===== config.mk =====
export PLATFORM = sky130hd
export DESIGN_NAME = instr_fetch_stage
export DESIGN_NICKNAME = d
export VERILOG_FILES = /design/src/rtl/instr_fetch_stage.sv
export SDC_FILE = /design/constraint.sdc
export NUM_CORES = 1
export LEC_CHECK = 0
export CELL_PAD_IN_SITES_DETAIL_PLACEMENT = 1
export CELL_PAD_IN_SITES_GLOBAL_PLACEMENT = 1
export CORE_MARGIN = 8
export CORE_UTILIZATION = 30
export DETAILED_ROUTE_END_ITERATION = 6
export GPL_TIMING_DRIVEN = 0
export PLACE_DENSITY_LB_ADDON = 0.12
export SLEW_MARGIN = 10
export SYNTH_ARGS = -nofsm -noshare
export SYNTH_HDL_FRONTEND = slang
export SYNTH_SLANG_ARGS = --single-unit
export TNS_END_PERCENT = 20

===== constraint.sdc =====
create_clock -name clk -period 2.28 [get_ports clk]
set_input_delay 0.228 -clock clk [delete_from_list [all_inputs] [get_ports clk]]
set_output_delay 0.228 -clock clk [all_outputs]
set_load 0.05 [all_outputs]

===== src/rtl/instr_fetch_stage.sv =====
// instr_fetch_stage
//   IF stage of the IITB-RISC pipeline. Holds the word-addressed PC, presents
//   it to a combinational instruction ROM, and captures the returned word into
//   the IF/ID register. Handles hazard stall, flush and downstream redirects,
//   and counts instructions accepted into IF/ID.
// Ports
//   clk, rst_n        clock, synchronous active-low reset
//   rom_pc            word address to ROM (combinational copy of the PC)
//   rom_instr         same-cycle ROM data
//   stall             hold PC and IF/ID
//   flush             bubble IF/ID on the next edge
//   redirect_valid/pc load a new PC, bubble IF/ID
//   if_id_*           registered IF/ID slot (instr, pc, pc+1, valid)
//   fetch_count       instructions accepted into IF/ID, wraps mod 2^32
module instr_fetch_stage #(
  parameter logic [15:0] RESET_PC     = 16'h0000,
  parameter logic [15:0] BUBBLE_INSTR = 16'hFFFF
) (
  input  logic        clk,
  input  logic        rst_n,
  output logic [15:0] rom_pc,
  input  logic [15:0] rom_instr,
  input  logic        stall,
  input  logic        flush,
  input  logic        redirect_valid,
  input  logic [15:0] redirect_pc,
  output logic [15:0] if_id_instr,
  output logic [15:0] if_id_pc,
  output logic [15:0] if_id_pc_plus1,
  output logic        if_id_valid,
  output logic [31:0] fetch_count
);

  typedef struct packed {
    logic [15:0] instr;
    logic [15:0] pc;
    logic [15:0] pc_plus1;
    logic        valid;
  } if_id_t;

  logic [15:0] r_pc;
  if_id_t      r_slot;
  logic [31:0] r_cnt;
  logic [15:0] w_pc_inc;

  // 16-bit add wraps FFFF -> 0000 naturally
  assign w_pc_inc = r_pc + 16'd1;

  always_ff @(posedge clk) begin
    if (!rst_n) begin
      r_pc            <= RESET_PC;
      r_slot.instr    <= BUBBLE_INSTR;
      r_slot.pc       <= '0;
      r_slot.pc_plus1 <= '0;
      r_slot.valid    <= 1'b0;
      r_cnt           <= '0;
    end else if (redirect_valid) begin
      // redirect beats stall/flush; slot pc fields are left as they were
      r_pc         <= redirect_pc;
      r_slot.instr <= BUBBLE_INSTR;
      r_slot.valid <= 1'b0;
    end else if (flush) begin
      // the word fetched this cycle is dropped; PC still advances unless stalled
      r_slot.instr <= BUBBLE_INSTR;
      r_slot.valid <= 1'b0;
      if (!stall) r_pc <= w_pc_inc;
    end else if (!stall) begin
      r_slot.instr    <= rom_instr;
      r_slot.pc       <= r_pc;
      r_slot.pc_plus1 <= w_pc_inc;
      r_slot.valid    <= 1'b1;
      r_pc            <= w_pc_inc;
      r_cnt           <= r_cnt + 32'd1;
    end
  end

  assign rom_pc         = r_pc;
  assign if_id_instr    = r_slot.instr;
  assign if_id_pc       = r_slot.pc;
  assign if_id_pc_plus1 = r_slot.pc_plus1;
  assign if_id_valid    = r_slot.valid;
  assign fetch_count    = r_cnt;

endmodule


==> reports/results.ini, run 1 <==
[outcome]
status=completed

[clock_tree]
cts_buffers=9
cts_root_buf=clkbuf_16
cts.path.max_buffers=2
cts_hold_buf=0
clock-sinks=97
path_clk_slew_ps=70
h-tree-depth=3
cts_tree=built
clk-insertion-delay-late_ps=350

[power_and_ir_drop]
ir_drop_v=0.000321
power_leakage_nw=1.99
fin_total_pwr_mw=3.86
powerDensity_nw_per_um2=628

[placement]
portBuffers=132
gp_congestion=0.760
place_hpwl_um=11100
place_inst=810
placed_cell_area_sq_um=5780

[finish]
area_growth_pct=45.3
stdcell_area_sq_um=6140
utilization=0.444
drive_gt1_frac=0.0697
fin_nets=681
fin_cells=826
diodes=0

[timing]
final-max-slew-violation-count=0
period_share=0.988
tightest_slew_ps=574
setup_viol=0
hold_viol=0
finClkSkew_ps=9.68
worst_hold_slack_ps=191
max_freq_mhz=444
finalCriticalPeriod_ps=2250
slew_headroom=0.612
rsz0062_at_grt=true

[synthesis]
synthesis.area_sq_um=4220
synth_compound_area_frac=0.150
seq_area_frac_synth=0.460
synthMuxAreaShare=0.0498
synth_nets=537
yosys.area_share.simple=0.217
syn_area_per_cell_sq_um=8.48
synth_top_family_by_area=simple AND/OR/NAND/NOR gates
synthMostInstantiatedCell=dfxtp_1
async_reset_ff_frac=0
dominantRegCellSynth=dfxtp_1
synth_top_area_cell=dfxtp_1
synth_edf_count=0
synthTopCellsByCount=97 x dfxtp_1, 69 x nand2_1, 55 x a21oi_1, 33 x clkbuf_1
synth_cell_types=37
ys_warn_count=0
ys_top_cells_by_area=dfxtp_1 46%, a21oi_1 6.5%, nand2_1 6.1%, xnor2_1 5.4%, mux2i_1 5.0%
yosysTopAreaCellShare=0.460
syn_inst=498
ys_seq_elements=97
synth_adder_area_share=0.00593
synth_xor_area_frac=0.0664

[route]
viasPerCell=5.05
dr.pass1.iters=4
vias=4174
wl_um=14600
ant_nets=0
drc=0
drt_iter0_markers=161
wl_per_cell_um=17.7

[worst_setup_path]
reg2reg_slack_ps=30
critPathLaunchType=flop
critPathSlowestCell=or4_4
critPathMaxStageDelay_ps=520
regToRegStartpoint=fetch_count[2]
cp.required_ps=2560
crit_fanout=10
endpoint_kind=flop
crit_chain=or4b_4, or4_4, buf_6, or4_1, a21oi_1
r2r_cells=5
cp-startpoint=fetch_count[2]
arrival_ps=2530
critPathKind=flop to flop
r2r-end=fetch_count[20]

[die]
core_region_area_sq_um=13800
placementRows=43
die_height_um=135
start_util=0.305
io-pin-count=134
die_w_um=135
die_area_sq_um=18100

[min_path]
min-delay-path-class=primary input to flop
holdPathEnd=rom_pc[1]
hp-start=redirect_valid
hold_path_depth=3

[grt]
antenna_found_initial=0
grt_pass1_vias=4579
grt_pass1_wl_um=24000
grt_use_total=0.167
grt_max_degree=16
grt_overflow_total=0

[run]
max_cap_viol_count=0

[worst max-delay path: cells and delay by family (launching register included)]
family / cells / cell delay [ps]
simple gates: 3 / 1510
flops: 1 / 360
buf+inv: 1 / 160
compound gates: 1 / 140
[cell type report]
class / count / area [sq um]
Clock buffer: 12 / 246
Inverter: 15 / 56.3
Buffer: 36 / 161
Fill cell: 1656 / 7690
Clock inverter: 3 / 42.5
Timing Repair Buffer: 135 / 1340
Tap cell: 180 / 225
Multi-Input combinational cell: 348 / 2110
Sequential cell: 97 / 1950
[where the power goes]
group | switching (mW) | internal [mW]
registers | 0.0438 | 1.74
clock network | 0.670 | 0.875
logic | 0.330 | 0.198
total | 1.04 | 2.81
[cells by family (layout without fill, tap and decap cells)]
group | count (synthesis) | after routing
simple gates | 182 | 182
compound gates | 111 | 111
flops | 97 | 97
buf+inv | 53 | 201
xor+xnor | 32 | 32
mux | 21 | 21
fa+ha+maj | 2 | 2
[layout by cell type, fill, tap and decap left out, types with 18 or more instances in the layout]
master	instances
clkdlybuf4s50_1	130
dfxtp_1	89
nand2_1	69
a21oi_1	55
clkbuf_1	29
xnor2_1	26
nor2_1	26
o21ai_0	25
mux2i_1	21
or4_1	18
[what timing repair did]
action                     4_1_cts  5_1_grt
cloned                           0        0
pin swaps                        0        4
setup buffers                    0        3
gates resized for setup         13       11
setup endpoints to repair       32       26
[flip-flops by register name (all words and copies together) (netlist names)]
signal          cells
if_id_pc           16
if_id_pc_plus1     16
rom_pc             16
if_id_instr        16
if_id_valid         1
fetch_count        32
[worst max-delay path by stage]
stage / end / slack, ps / cells past startpoint
6_report: fetch_count[20] / 30 / 5
5_1_grt: if_id_pc_plus1[15] / -80 / 5
3_3_place_gp: fetch_count[29] / -730 / 7
4_1_cts: fetch_count[31] / 9 / 6
3_5_place_dp: fetch_count[29] / -800 / 7
2_1_floorplan: fetch_count[31] / -3 / 6
[through the flow]
stage	setup TNS, ps	setup slack (ps)
3_5_place_dp	-24800	-796
5_1_grt	-119	-81.0
6_report	0	28.4
3_3_place_gp	-22250	-734
4_1_cts	0	9.44
2_1_floorplan	-3.02	-3.02
[routing by layer]
layer / GRT usage / vias to the layer above / wire [um]
li1: - / 2041 / -
met4: 0.0605 / 0 / 216
met5: 0 / - / 0
met2: 0.290 / 93 / 7310
met3: 0.0524 / 15 / 955
met1: 0.187 / 2025 / 6140
Power figures use the tool's default switching activity.
==> run 2, diff against run 1 <==
--- a/config.mk
+++ b/config.mk
@@ -5,12 +5,15 @@
 export SDC_FILE = /design/constraint.sdc
 export NUM_CORES = 1
 export LEC_CHECK = 0
+export CAP_MARGIN = 10
 export CELL_PAD_IN_SITES_DETAIL_PLACEMENT = 1
 export CELL_PAD_IN_SITES_GLOBAL_PLACEMENT = 1
+export CORE_ASPECT_RATIO = 0.6
 export CORE_MARGIN = 8
 export CORE_UTILIZATION = 30
 export DETAILED_ROUTE_END_ITERATION = 6
 export GPL_TIMING_DRIVEN = 0
+export MAX_ROUTING_LAYER = met4
 export PLACE_DENSITY_LB_ADDON = 0.12
 export SLEW_MARGIN = 10
 export SYNTH_ARGS = -nofsm -noshare
==> reports/results.ini, run 2 (synthesis results as in run 1) <==
[outcome]
status=completed  ; unchanged

[grt]
grt_use_total=0.174  ; was 0.167
grt_max_degree=16  ; unchanged
grt_overflow_total=0  ; unchanged
grt_pass1_wl_um=24300  ; was 24000 um
antenna_found_initial=2  ; was 0
grt_pass1_vias=4390  ; was 4579

[min_path]
min-delay-path-class=primary input to flop  ; unchanged

[clock_tree]
clock-sinks=97  ; unchanged
cts_root_buf=clkbuf_16  ; unchanged
cts_setup_buffers=0  ; unchanged
clk-insertion-delay-late_ps=340  ; was 350 ps
cts_hold_buf=0  ; unchanged
cts_tree=built  ; unchanged
cts.path.max_buffers=2  ; unchanged
path_clk_slew_ps=70  ; about the same
cts_buffers=9  ; unchanged
h-tree-depth=3  ; unchanged

[finish]
drive_gt1_frac=0.0638  ; was 0.0697
largest_reg_flops=32  ; unchanged
layout_commonest_cell=clkdlybuf4s50_1  ; unchanged
area_growth_pct=44.7  ; was 45.3%
final_cell_mix=130 x clkdlybuf4s50_1, 90 x dfxtp_1, 69 x nand2_1  ; was 130 x clkdlybuf4s50_1, 89 x dfxtp_1, 69 x nand2_1
fin_nets=679  ; was 681
fin_cells=837  ; was 826
fill_cells=1628  ; was 1656
utilization=0.446  ; was 0.444

[power_and_ir_drop]
fin_total_pwr_mw=3.76  ; was 3.86 mW
ir_drop_v=0.000379  ; was 0.000321 V
powerDensity_nw_per_um2=614  ; was 628 nW/um^2
power_leakage_nw=1.96  ; was 1.99 nW

[die]
die_height_um=108  ; was 135 um
core_region_area_sq_um=13700  ; was 13800 sq um
placementRows=33  ; was 43
die_w_um=169  ; was 135 um
io-pin-count=134  ; unchanged
start_util=0.308  ; was 0.305
die_area_sq_um=18300  ; was 18100 sq um

[placement]
portBuffers=132  ; unchanged
gp_congestion=0.813  ; was 0.760
pre_cts_ws_ps=-788  ; was -796 ps
place_inst=822  ; was 810
place_hpwl_um=11900  ; was 11100 um

[worst_setup_path]
crit_fanout=10  ; unchanged
critPathLaunchType=flop  ; unchanged
arrival_ps=2540  ; was 2530 ps
cp.required_ps=2560  ; about the same
critPathKind=flop to flop  ; unchanged
endpoint_kind=flop  ; unchanged

[route]
routed.top_layer=met4  ; unchanged
met3_length_um=1360  ; was 955 um
wl_um=15600  ; was 14600 um
vias=4197  ; was 4174
wl_per_cell_um=18.6  ; was 17.7 um
viasPerCell=5.01  ; was 5.05
drt_iter0_markers=160  ; was 161
drc=0  ; unchanged
dr.pass1.iters=4  ; unchanged
wl_met2_um=6370  ; was 7310 um
wl_met1_um=7710  ; was 6140 um
ant_nets=0  ; unchanged

[timing]
finalCriticalPeriod_ps=2270  ; was 2250 ps
finClkSkew_ps=7.60  ; was 9.68 ps
slew_headroom=0.551  ; was 0.612
setup_viol=0  ; unchanged
period_share=0.994  ; was 0.988
rsz0062_at_grt=true  ; unchanged
final-max-slew-violation-count=0  ; unchanged
fin_ws_ps=14.8  ; was 28.4 ps
hold_viol=0  ; unchanged
max_freq_mhz=441  ; was 444 MHz
tns_ps=0  ; unchanged
tightest_slew_ps=667  ; was 574 ps

[run]
max_cap_viol_count=0  ; unchanged

run 2: timing repair:
action / in CTS / in global routing
gates resized for setup: 12 / 11
endpoints found under the setup margin: 33 / 34
pin swaps: 0 / 2
run 2: critical path, stage by stage, from the launching register on:
cell	delay (ps)
dfxtp_4	360
or4b_4	500
or4_4	530
buf_6	170
or4_1	500
a21oi_1	140
run 2: final cells by class:
cell class / instances / area (sq um) / area share
multi-input cells: 348 / 2100 / 0.344
flip-flops and latches: 97 / 1950 / 0.320
repair buffers: 132 / 1320 / 0.216
well taps: 192 / 240 / 0.0393
clock buffers: 10 / 239 / 0.0391
plain buffers: 37 / 165 / 0.0270
inverters: 15 / 56.3 / 0.00921
clock inverters: 4 / 31.3 / 0.00512
diodes: 2 / 5.00 / 0.000819
run 2: worst paths after layout:
path	to	slack, ps	depth (start not counted)	start
setup reg to reg	fetch_count[20]	10	5	fetch_count[2]
hold reg to reg	if_id_valid	460	1	if_id_valid
setup / recovery	fetch_count[20]	10	5	fetch_count[2]
hold / removal	rom_pc[0]	190	3	redirect_valid
run 2: where the power goes:
| part | leakage, nW | switching (mW) | total [mW] | internal [mW] |
|---|---|---|---|---|
| sequential | 0.793 | 0.0474 | 1.79 | 1.74 |
| clock | 0.123 | 0.671 | 1.43 | 0.760 |
| combinational | 1.04 | 0.340 | 0.538 | 0.198 |
run 2: metal layers:
metal	up-vias	global-route usage
met1	2012	0.233
li1	2046	-
met3	14	0.0630
met4	0	0.0346
met2	125	0.248
met5	-	-
run 2: metrics by stage:
stage / cell area [sq um] / hold slack, ps
after floorplan: 4230 / 353
after global placement: 5790 / 440
after detailed placement: 5790 / 445
after CTS: 6090 / 178
after global routing: 6110 / 193
final: 6110 / 189
==> run 3, diff against run 2 <==
--- a/config.mk
+++ b/config.mk
@@ -10,12 +10,12 @@
 export CELL_PAD_IN_SITES_GLOBAL_PLACEMENT = 1
 export CORE_ASPECT_RATIO = 0.6
 export CORE_MARGIN = 8
-export CORE_UTILIZATION = 30
+export CORE_UTILIZATION = 36
 export DETAILED_ROUTE_END_ITERATION = 6
 export GPL_TIMING_DRIVEN = 0
 export MAX_ROUTING_LAYER = met4
 export PLACE_DENSITY_LB_ADDON = 0.12
-export SLEW_MARGIN = 10
+export SLEW_MARGIN = 30
 export SYNTH_ARGS = -nofsm -noshare
 export SYNTH_HDL_FRONTEND = slang
 export SYNTH_SLANG_ARGS = --single-unit
==> constraint.sdc (replaced) <==
create_clock -name clk -period 2.9 [get_ports clk]
set_input_delay 0.29 -clock clk [delete_from_list [all_inputs] [get_ports clk]]
set_output_delay 0.29 -clock clk [all_outputs]
set_load 0.05 [all_outputs]
==> reports/results.ini, run 3 (synthesis results as in run 1) <==
[timing]
tightest_slew_ps=900  ; was 667 ps
setup_viol=0  ; unchanged
rsz0062_at_grt=false  ; was true
worst_hold_slack_ps=223  ; was 189 ps
max_freq_mhz=363
hold_viol=0  ; unchanged
finalCriticalPeriod_ps=2750
fin_ws_ps=145  ; was 14.8 ps
final-max-slew-violation-count=0  ; unchanged
slew_headroom=0.395  ; was 0.551
finClkSkew_ps=5.45  ; was 7.60 ps
period_share=0.950

[grt]
grt_max_degree=16  ; unchanged
grt_pass1_wl_um=25500  ; was 24300 um
grt_use_total=0.210  ; was 0.174
grt_pass1_vias=4772  ; was 4390
antenna_found_initial=0  ; was 2
grt_overflow_total=0  ; unchanged

[route]
met3_length_um=1280  ; was 1360 um
ant_nets=0  ; unchanged
wl_met1_um=7370  ; was 7710 um
wl_um=15500  ; was 15600 um
vias=4262  ; was 4197
drc=0  ; unchanged
wl_per_cell_um=19.2  ; was 18.6 um
drt_iter0_markers=226  ; was 160
routed.top_layer=met4  ; unchanged
wl_met2_um=6570  ; was 6370 um
dr.pass1.iters=6  ; was 4
viasPerCell=5.29  ; was 5.01

[outcome]
status=completed  ; unchanged

[die]
start_util=0.371  ; was 0.308
die_area_sq_um=15600  ; was 18300 sq um
die_height_um=99.9  ; was 108 um
die_w_um=156  ; was 169 um
placementRows=30  ; was 33
io-pin-count=134  ; unchanged
core_region_area_sq_um=11400  ; was 13700 sq um

[worst_setup_path]
critPathLaunchType=primary input  ; was flop
crit_fanout=10  ; unchanged
cp-startpoint=stall  ; was fetch_count[2]
regToRegStartpoint=fetch_count[2]  ; unchanged
cp.required_ps=3120  ; was 2560 ps
endpoint_kind=flop  ; unchanged
arrival_ps=2970  ; was 2540 ps
critPathKind=primary input to flop  ; was flop to flop

[clock_tree]
cts_tree=built  ; unchanged
clock-sinks=97  ; unchanged
cts_root_buf=clkbuf_16  ; unchanged
clk-insertion-delay-late_ps=350  ; was 340 ps
cts_buffers=9  ; unchanged
cts_hold_buf=0  ; unchanged
cts_resized=0  ; was 12
path_clk_slew_ps=70  ; about the same
h-tree-depth=3  ; unchanged
cts.path.max_buffers=2  ; unchanged
cts_setup_buffers=0  ; unchanged

[power_and_ir_drop]
p_sw_frac=0.251  ; was 0.282
powerDensity_nw_per_um2=540  ; was 614 nW/um^2
fin_total_pwr_mw=3.30  ; was 3.76 mW
power_leakage_nw=1.99  ; was 1.96 nW
power_switching_mw=0.830  ; was 1.06 mW
pwr-share-seq=0.425  ; was 0.476
p_int_mw=2.47  ; was 2.70 mW
p_comb_frac=0.128  ; was 0.143
clock_power_share=0.446  ; was 0.381
ir_drop_v=0.000324  ; was 0.000379 V

[finish]
diodes=0  ; was 2
area_growth_pct=44.8  ; was 44.7%
fill_cells=1350  ; was 1628
utilization=0.538  ; was 0.446
fin_nets=680  ; was 679
layout_commonest_cell=clkdlybuf4s50_1  ; unchanged
drive_gt1_frac=0.0388  ; was 0.0638
largest_reg_flops=32  ; unchanged
final_cell_mix=132 x clkdlybuf4s50_1, 97 x dfxtp_1, 69 x nand2_1  ; was 130 x clkdlybuf4s50_1, 90 x dfxtp_1, 69 x nand2_1

[placement]
pre_cts_ws_ps=-240  ; was -788 ps
gp_congestion=0.813  ; about the same
place_hpwl_um=11700  ; was 11900 um
portBuffers=132  ; unchanged

[min_path]
min-delay-path-class=primary input to flop  ; unchanged
hp-start=redirect_valid  ; unchanged

[run]
max_cap_viol_count=0  ; unchanged

run 3: path summary, 6_finish.rpt:
| kind | endpoint | slack, ps | cells after the start |
|---|---|---|---|
| max | fetch_count[28] | 150 | 7 |
| min | rom_pc[0] | 220 | 3 |
| max reg2reg | fetch_count[28] | 340 | 6 |
| min reg2reg | if_id_pc[14] | 460 | 2 |
run 3: area by class of cell:
cell class,count,area (sq um),area share
buffer,38,160,0.0262
clock buffer,10,239,0.0391
clock inverter,5,128,0.0209
inverter,15,56.3,0.00921
multi-input combinational,348,2070,0.338
sequential,97,1940,0.318
tap,160,200,0.0327
timing repair buffer,132,1320,0.216
run 3: power by group through the flow:
stage,registers [mW],clock network [mW],logic (mW)
after floorplan,1.55,0,0.125
after global placement,1.43,0,0.413
after detailed placement,1.44,0,0.423
after CTS,1.41,1.50,0.426
after global routing,1.41,1.55,0.451
final,1.41,1.47,0.424
run 3: per-stage QoR:
step,setup TNS (ps),cells,instance area [sq um]
finish,0,805,6110
global route,0,805,6110
CTS,0,805,6110
detailed placement,-4680,790,5740
global placement,-2030,790,5740
floorplan,0,498,4220
run 3: worst max-delay path, stage by stage:
cell,delay [ps]
clkdlybuf4s50_1,540
or4b_4,630
or4_4,520
buf_6,160
clkbuf_1,330
o31ai_1,390
a21oi_1,100
run 3: layer usage:
layer,track usage,vias to the layer above
li1,-,2044
met1,0.265,2040
met2,0.315,156
met3,0.0669,22
met4,0.0675,0
met5,-,-
